## src/rtl/mult_issue_ctrl_if.sv

```systemverilog
// mult_issue_ctrl_if: request lanes, multiplier link and CDB result port of the multiply front-end.
// master = lanes/multiplier/CDB side that drives requests, done and grant; slave = the controller.
// Carries no logic; clock and reset stay plain ports on the controller.
interface mult_issue_ctrl_if #(
  parameter int TAG_W = 6
);
  logic             req0_valid;
  logic [63:0]      req0_a;
  logic [63:0]      req0_b;
  logic [TAG_W-1:0] req0_tag;
  logic             req0_ready;

  logic             req1_valid;
  logic [63:0]      req1_a;
  logic [63:0]      req1_b;
  logic [TAG_W-1:0] req1_tag;
  logic             req1_ready;

  logic             mult_start;
  logic [63:0]      mult_mcand;
  logic [63:0]      mult_mplier;
  logic             mult_done;
  logic [63:0]      mult_product;

  logic             cdb_valid;
  logic [TAG_W-1:0] cdb_tag;
  logic [63:0]      cdb_value;
  logic             cdb_grant;
  logic             err_orphan;

  modport master (
    output req0_valid, req0_a, req0_b, req0_tag,
    input  req0_ready,
    output req1_valid, req1_a, req1_b, req1_tag,
    input  req1_ready,
    input  mult_start, mult_mcand, mult_mplier,
    output mult_done, mult_product,
    input  cdb_valid, cdb_tag, cdb_value,
    output cdb_grant,
    input  err_orphan
  );

  modport slave (
    input  req0_valid, req0_a, req0_b, req0_tag,
    output req0_ready,
    input  req1_valid, req1_a, req1_b, req1_tag,
    output req1_ready,
    output mult_start, mult_mcand, mult_mplier,
    input  mult_done, mult_product,
    output cdb_valid, cdb_tag, cdb_value,
    input  cdb_grant,
    output err_orphan
  );
endinterface

```

## src/rtl/mult_issue_ctrl.sv

```systemverilog
// mult_issue_ctrl: two-lane round-robin issue front-end for the 8-stage pipelined 64-bit multiplier.
// Latency: accept at T -> mult_start at T+1 -> result on the CDB at T+MULT_LAT+2 at the earliest.
// Backpressure: issue is credit-gated on result-FIFO slots; results wait in the FIFO for cdb_grant.
// Build option: MULT_FLUSH_EN adds the flush port (squash in-flight and buffered ops).
module mult_issue_ctrl #(
  parameter int MULT_LAT   = 8,
  parameter int TAG_W      = 6,
  parameter int OBUF_DEPTH = 4
) (
  input  logic             clock,
  input  logic             reset,
`ifdef MULT_FLUSH_EN
  input  logic             flush,
`endif
  mult_issue_ctrl_if.slave bus
);
  localparam int CW = $clog2(OBUF_DEPTH + 1);
  localparam int PW = $clog2(OBUF_DEPTH);
  localparam int MW = $clog2(MULT_LAT + 1);
  localparam logic [CW-1:0] FULL_C = CW'(OBUF_DEPTH);
  localparam logic [MW-1:0] MASK_C = MW'(MULT_LAT);

  logic flush_w;
`ifdef MULT_FLUSH_EN
  assign flush_w = flush;
`else
  assign flush_w = 1'b0;
`endif

  // ---------------- credit and arbitration ----------------
  logic [CW-1:0] credit_q, credit_d;
  logic          prio_q, prio_d;     // lane preferred when both lanes request
  logic          issue_ok, grant0, grant1, accept;
  logic          push, pop;

  assign issue_ok = (credit_q < FULL_C) && !flush_w;
  assign accept   = grant0 | grant1;

  // Pick at most one lane: a lone requester wins, a tie goes to the lane that did not win last.
  always_comb begin
    grant0 = 1'b0;
    grant1 = 1'b0;
    if (issue_ok) begin
      if (bus.req0_valid && bus.req1_valid) begin
        grant0 = !prio_q;
        grant1 = prio_q;
      end else begin
        grant0 = bus.req0_valid;
        grant1 = bus.req1_valid;
      end
    end
  end

  assign bus.req0_ready = grant0;
  assign bus.req1_ready = grant1;

  // Next credit and tie-break pointer; flush discards every outstanding op.
  always_comb begin
    credit_d = credit_q + CW'(accept) - CW'(pop);
    if (flush_w) credit_d = '0;
    prio_d = prio_q;
    if (accept) prio_d = grant0;
  end

  // Credit counter and round-robin pointer.
  always_ff @(posedge clock) begin
    if (reset) begin
      credit_q <= '0;
      prio_q   <= 1'b0;
    end else begin
      credit_q <= credit_d;
      prio_q   <= prio_d;
    end
  end

  // ---------------- launch registers ----------------
  logic             start_q;
  logic [63:0]      mcand_q, mplier_q;
  logic [TAG_W-1:0] ltag_q;

  // Register the winning lane's operands; operands hold when nothing launches.
  always_ff @(posedge clock) begin
    if (reset) begin
      start_q  <= 1'b0;
      mcand_q  <= '0;
      mplier_q <= '0;
      ltag_q   <= '0;
    end else begin
      start_q <= accept;
      if (accept) begin
        mcand_q  <= grant0 ? bus.req0_a   : bus.req1_a;
        mplier_q <= grant0 ? bus.req0_b   : bus.req1_b;
        ltag_q   <= grant0 ? bus.req0_tag : bus.req1_tag;
      end
    end
  end

  assign bus.mult_start  = start_q;
  assign bus.mult_mcand  = mcand_q;
  assign bus.mult_mplier = mplier_q;

  // ---------------- shadow pipeline ----------------
  // Entry is taken from the launch registers, so the tail lines up with mult_done.
  logic [MULT_LAT-1:0] sh_busy_q;
  logic [TAG_W-1:0]    sh_tag_q [MULT_LAT];
  logic                tail_busy, tail_live;
  logic [TAG_W-1:0]    tail_tag;

  // Busy bits shift every cycle; reset empties the shadow of pre-reset launches.
  always_ff @(posedge clock) begin
    if (reset) sh_busy_q <= '0;
    else       sh_busy_q <= {sh_busy_q[MULT_LAT-2:0], start_q};
  end

  // Tags travel alongside the busy bits and are only meaningful where busy is set.
  always_ff @(posedge clock) begin
    sh_tag_q[0] <= ltag_q;
    for (int i = 1; i < MULT_LAT; i++) sh_tag_q[i] <= sh_tag_q[i-1];
  end

`ifdef MULT_FLUSH_EN
  logic [MULT_LAT-1:0] sh_live_q;
  // Live bits follow busy but are wiped by flush, including the op launching that cycle.
  always_ff @(posedge clock) begin
    if (reset) sh_live_q <= '0;
    else       sh_live_q <= {sh_live_q[MULT_LAT-2:0], start_q} & {MULT_LAT{!flush}};
  end
  assign tail_live = sh_live_q[MULT_LAT-1];
`else
  assign tail_live = tail_busy;
`endif

  assign tail_busy = sh_busy_q[MULT_LAT-1];
  assign tail_tag  = sh_tag_q[MULT_LAT-1];

  // ---------------- orphan detection ----------------
  logic [MW-1:0] mask_q;
  logic          err_q;

  // Dones from launches abandoned by reset can arrive for MULT_LAT cycles; ignore them.
  always_ff @(posedge clock) begin
    if (reset)              mask_q <= MASK_C;
    else if (mask_q != '0)  mask_q <= mask_q - MW'(1);
  end

  // Sticky error whenever mult_done disagrees with the shadow tail outside the mask window.
  always_ff @(posedge clock) begin
    if (reset)                                            err_q <= 1'b0;
    else if ((bus.mult_done != tail_busy) && mask_q == '0) err_q <= 1'b1;
  end

  assign bus.err_orphan = err_q;

  // ---------------- result FIFO ----------------
  logic [TAG_W-1:0] fq_tag [OBUF_DEPTH];
  logic [63:0]      fq_val [OBUF_DEPTH];
  logic [PW-1:0]    wr_ptr_q, rd_ptr_q;
  logic [CW-1:0]    cnt_q;

  assign push = bus.mult_done && tail_busy && tail_live && !flush_w;
  assign pop  = (cnt_q != '0) && bus.cdb_grant && !flush_w;

  // Pointers wrap naturally at the power-of-two depth; flush empties the queue.
  always_ff @(posedge clock) begin
    if (reset || flush_w) begin
      wr_ptr_q <= '0;
      rd_ptr_q <= '0;
      cnt_q    <= '0;
    end else begin
      a_no_overflow: assert (!(push && cnt_q == FULL_C));
      if (push) wr_ptr_q <= wr_ptr_q + PW'(1);
      if (pop)  rd_ptr_q <= rd_ptr_q + PW'(1);
      cnt_q <= cnt_q + CW'(push) - CW'(pop);
    end
  end

  // Result storage; contents are qualified by the count, so no reset is needed.
  always_ff @(posedge clock) begin
    if (push) begin
      fq_tag[wr_ptr_q] <= tail_tag;
      fq_val[wr_ptr_q] <= bus.mult_product;
    end
  end

  assign bus.cdb_valid = (cnt_q != '0);
  assign bus.cdb_tag   = fq_tag[rd_ptr_q];
  assign bus.cdb_value = fq_val[rd_ptr_q];
endmodule
```

## src/flat_wrapper.sv

```systemverilog
// flat-port wrapper written by rule: the top's interface ports become plain ports
module mult_issue_ctrl_flat 
#(
  parameter int MULT_LAT   = 8,
  parameter int TAG_W      = 6,
  parameter int OBUF_DEPTH = 4
)
  (clock, reset, bus_req0_valid, bus_req0_a, bus_req0_b, bus_req0_tag, bus_req0_ready, bus_req1_valid, bus_req1_a, bus_req1_b, bus_req1_tag, bus_req1_ready, bus_mult_start, bus_mult_mcand, bus_mult_mplier, bus_mult_done, bus_mult_product, bus_cdb_valid, bus_cdb_tag, bus_cdb_value, bus_cdb_grant, bus_err_orphan);
  mult_issue_ctrl_if #(.TAG_W(TAG_W)) bus_i ();
  input  logic clock;
  input  logic reset;
  input wire logic [$bits(bus_i.req0_valid)-1:0] bus_req0_valid;
  input wire logic [$bits(bus_i.req0_a)-1:0] bus_req0_a;
  input wire logic [$bits(bus_i.req0_b)-1:0] bus_req0_b;
  input wire logic [$bits(bus_i.req0_tag)-1:0] bus_req0_tag;
  output wire logic [$bits(bus_i.req0_ready)-1:0] bus_req0_ready;
  input wire logic [$bits(bus_i.req1_valid)-1:0] bus_req1_valid;
  input wire logic [$bits(bus_i.req1_a)-1:0] bus_req1_a;
  input wire logic [$bits(bus_i.req1_b)-1:0] bus_req1_b;
  input wire logic [$bits(bus_i.req1_tag)-1:0] bus_req1_tag;
  output wire logic [$bits(bus_i.req1_ready)-1:0] bus_req1_ready;
  output wire logic [$bits(bus_i.mult_start)-1:0] bus_mult_start;
  output wire logic [$bits(bus_i.mult_mcand)-1:0] bus_mult_mcand;
  output wire logic [$bits(bus_i.mult_mplier)-1:0] bus_mult_mplier;
  input wire logic [$bits(bus_i.mult_done)-1:0] bus_mult_done;
  input wire logic [$bits(bus_i.mult_product)-1:0] bus_mult_product;
  output wire logic [$bits(bus_i.cdb_valid)-1:0] bus_cdb_valid;
  output wire logic [$bits(bus_i.cdb_tag)-1:0] bus_cdb_tag;
  output wire logic [$bits(bus_i.cdb_value)-1:0] bus_cdb_value;
  input wire logic [$bits(bus_i.cdb_grant)-1:0] bus_cdb_grant;
  output wire logic [$bits(bus_i.err_orphan)-1:0] bus_err_orphan;
  assign bus_i.req0_valid = bus_req0_valid;
  assign bus_i.req0_a = bus_req0_a;
  assign bus_i.req0_b = bus_req0_b;
  assign bus_i.req0_tag = bus_req0_tag;
  assign bus_req0_ready = bus_i.req0_ready;
  assign bus_i.req1_valid = bus_req1_valid;
  assign bus_i.req1_a = bus_req1_a;
  assign bus_i.req1_b = bus_req1_b;
  assign bus_i.req1_tag = bus_req1_tag;
  assign bus_req1_ready = bus_i.req1_ready;
  assign bus_mult_start = bus_i.mult_start;
  assign bus_mult_mcand = bus_i.mult_mcand;
  assign bus_mult_mplier = bus_i.mult_mplier;
  assign bus_i.mult_done = bus_mult_done;
  assign bus_i.mult_product = bus_mult_product;
  assign bus_cdb_valid = bus_i.cdb_valid;
  assign bus_cdb_tag = bus_i.cdb_tag;
  assign bus_cdb_value = bus_i.cdb_value;
  assign bus_i.cdb_grant = bus_cdb_grant;
  assign bus_err_orphan = bus_i.err_orphan;
  mult_issue_ctrl #(.MULT_LAT(MULT_LAT), .TAG_W(TAG_W), .OBUF_DEPTH(OBUF_DEPTH)) u_core (.clock(clock), .reset(reset), .bus(bus_i));
endmodule
```

## config.mk

```make
export PLATFORM = sky130hd
export DESIGN_NAME = mult_issue_ctrl_flat
export DESIGN_NICKNAME = d
export VERILOG_FILES = /design/src/rtl/mult_issue_ctrl_if.sv /design/src/rtl/mult_issue_ctrl.sv /design/src/flat_wrapper.sv
export SDC_FILE = /design/constraint.sdc
export NUM_CORES = 1
export LEC_CHECK = 0
export ABC_AREA = 1
export BUFFER_PORTS_ARGS = -buffer_cell sky130_fd_sc_hd__buf_2
export CAP_MARGIN = 25
export CORE_ASPECT_RATIO = 1.2
export CORE_MARGIN = 8
export CORE_UTILIZATION = 47
export DETAILED_ROUTE_END_ITERATION = 16
export PLACE_DENSITY = 0.76
export SETUP_SLACK_MARGIN = 0.4
export SYNTH_ARGS = -nofsm -noshare
export SYNTH_HDL_FRONTEND = slang
export SYNTH_SLANG_ARGS = --single-unit
```

## constraint.sdc

```tcl
create_clock -name clock -period 2.5 [get_ports clock]
set_clock_uncertainty 0.1 [all_clocks]
set_input_delay 0.5 -clock clock [delete_from_list [all_inputs] [get_ports clock]]
set_output_delay 0.5 -clock clock [all_outputs]
set_load 0.01 [all_outputs]
```

==> results.md <==
- Synthesis-stage register bit count: 489
- Final period utilization: 0.988
- Gr usage total: 0.262
- Tot Pwr: 0.0246 W
- Worst EP arrival: 1870 ps
- Net count reported at finish: 2923
- Crit-path cells: buf_12, buf_12, buf_16, o21ai_0, o22ai_1, buf_2
- Most frequent cell after synthesis: nand2_1
- R2r setup slk: 480 ps
- Largest area contributor in the netlist: edfxtp_1
- Worst hold stages: 1
- Endpoints failing setup: 0
- Largest net degree at the start of global routing: 109
- Hold buffers post-CTS: 0
- DP HPWL: approximately 44 mm
- Post-route insts no fill: about 3200
- Total grt overflow: 0
- Pleak: ~12 nW
- DRT iter0 DRCs: 1073
- WL final: ~67 mm
- Distinct cells, synth: 21
- Hold endpoint: u_core.fq_val[0][29]
- Syn_area_per_cell: roughly 9.5 um2
- Max Clock Freq: 405 MHz
- Top Family by Delay on Critical Path: buffers and inverters
- Chip Width: 200 um
- CTS clk-pin slew, worst paths: 70 ps
- Count of pins over their slew limit: 0
- Finished Core Util: 0.634
- Ys flop type: edfxtp_1
- Core Box Area: 40300 um2
- Vias per cell: between 5 and 6
- Asr flop ratio synth: 0
- Avg WL per Cell: 21.2 um
- CP max FO: 10
- Die Span Y: approximately 240 um
- First-pass GRT wire length: roughly 95 mm
- Crit. path cell count: 6
- Latest clock arrival within the worst-skew pair: 560 ps
- YS warnings: 0
- P&R area growth vs syn: 34.3%
- Syn Inst Count: about 2000
- Initial antenna violation count: 42
- Vias in the first global route: 16100
- CP Launch Type: flop
- Outcome: finished, final reports clean
- CTS Root Buffer Type: clkbuf_16
- RSZ-0062 raised after global routing: yes
- Tmin final: ~2500 ps
- PD cells: just under 1000 nW/um2
- Ranking of synthesized cells by area: edfxtp_1 44%, dfxtp_1 22%, nand2_1 11%
- Initial Utilization: 0.472
- Final hold viol count: 0
- Setup_tns: 0 ps
- Capture point of the worst reg-to-reg path: u_core.cnt_q[2]
- Seq/Total Area, Yosys: 0.661
- CTS tree: built
- H-tree depth: 2
- Peak supply drop: 0.696 mV
- I/O Pins: roughly 540
- Num CTS Buffers: 47
- DR vias: 16200
- Max cap viols: 0
- RR Startpoint: u_core.cnt_q[2]
- CP required: 1900 ps
- Post-synth top cells: 558 x nand2_1, 309 x inv_1, 280 x edfxtp_1
- Slowest Stage Delay on Critical Path: roughly 370 ps
- Post-Syn Nets: 2354
- Drt drc: 0
- Worst min-delay path class: in -> reg
- Slew margin rel.: 0.592
- Pre-antenna DRT Iters: 5
- Setup CP Type: reg -> out
- Share of the synthesized area in the top cell type: 0.441
- Post-Syn Area: 19100 um2
- Ratio of cells with drive above 1 in the final layout: 0.306
- Fillcell total: around 3200
- Worst-margin pin slew: between 600 and 700 ps
- Worst-case reg-to-reg path depth: 11
- Hold wc startpoint: bus_mult_product[29]
- Most frequent CP cell: buf_12
- Row cnt: 81
- Slowest-stage cell, CP: dfxtp_4
- CP bufs+invs: 4
- CTS max path bufs: 3
- Area of the die: 47300 um2
- Post-route ant nets: 0
- EDFF count, synth: 280
- Worst Setup End Kind: output port
- Clock sink count: 489
- Port buffer count: 540
- Placed cells: 3023
- Routability cong.: 0.932
[how the worst max path moves through the flow]
stage / end / slack (ps) / from
2_1_floorplan: u_core.fq_tag[0][0] / 260 / bus_mult_done
3_3_place_gp: u_core.cnt_q[2] / 200 / bus_mult_done
3_5_place_dp: u_core.cnt_q[2] / 200 / bus_mult_done
4_1_cts: bus_cdb_value[59] / 40 / flop
5_1_grt: bus_cdb_value[12] / -1 / flop
6_report: bus_cdb_value[36] / 30 / flop
[cells by family after synthesis]
group,Yosys count,share of synthesized area
DFF,489,0.661
AOI/OAI and AO/OA,227,0.0644
and+or+nand+nor,858,0.179
adders and majority gates,12,0.00867
buffers and inverters,415,0.0856
xor gates and xnor gates,3,0.00138
[flip-flops by register name, summed over array words and instances, names as in the netlist, named ones only]
register and flops:
u_core.fq_val 256, u_core.bus.mult_mcand 64, u_core.bus.mult_mplier 64, u_core.sh_tag_q 48, u_core.fq_tag 24, u_core.sh_busy_q 8
u_core.ltag_q 6, u_core.mask_q 4, u_core.cnt_q 3, u_core.credit_q 3, u_core.rd_ptr_q 2, u_core.wr_ptr_q 2
u_core.bus.err_orphan 1, u_core.bus.mult_start 1, u_core.prio_q 1
[cell type report]
cell class	instances	area (um2)	share of cell area
Multi-Input combinational cell	1100	5200	0.203
Timing Repair Buffer	620	4170	0.163
Antenna cell	24	60.1	0.00235
Timing Repair inverter	3	28.8	0.00112
Tap cell	539	674	0.0264
Sequential cell	489	12600	0.493
Clock buffer	53	1240	0.0484
Inverter	312	1230	0.0480
Clock inverter	33	375	0.0147
[timing repair]
item / CTS / global route
setup endpoints to repair: 72 / 74
gates cloned: 15 / 12
pin swaps: 5 / 52
resized for setup: 60 / 170
buffers inserted: 10 / 3
[stage by stage]
stage	setup WS, ps	hold WS (ps)	area, um2
finish	29.9	56.4	25600
global route	-0.991	44.8	25600
CTS	37.9	33.8	24800
detailed placement	196	212	22600
global placement	198	210	22600
floorplan	263	210	19100
[layer usage]
| metal | vias to the layer above | track usage | share of wire |
|---|---|---|---|
| met2 | 846 | 0.438 | 0.49 |
| met3 | 182 | 0.0878 | 0.12 |
| li1 | 7584 | - | - |
| met5 | - | 0 | 0.0020 |
| met1 | 7590 | 0.307 | 0.35 |
| met4 | 22 | 0.104 | 0.043 |
[where the power goes]
group / switching [W] / total, W / internal (W)
combinational: 0.00424 / 0.00716 / 0.00292
clock: 0.00308 / 0.00747 / 0.00440
sequential: 0.000480 / 0.00993 / 0.00945
total: 0.00780 / 0.0246 / 0.0168
[cells in the final DEF, fill, tap and decap left out, types with 12 or more instances in the layout]
| cell type | count |
|---|---|
| o22ai_1 | 55 |
| buf_2 | 532 |
| dfxtp_1 | 205 |
| o21ai_2 | 36 |
| clkinv_2 | 12 |
| clkbuf_16 | 58 |
| buf_16 | 17 |
| o21ai_0 | 47 |
| diode_2 | 24 |
| nor2_2 | 14 |
| nand2_1 | 554 |
| buf_12 | 22 |
| edfxtp_1 | 280 |
| o22ai_2 | 15 |
| buf_4 | 31 |
| o21ai_1 | 59 |
| inv_1 | 300 |
| nand3_1 | 139 |
| nor2_1 | 143 |
Note: power is estimated with default switching activity, not from simulation.
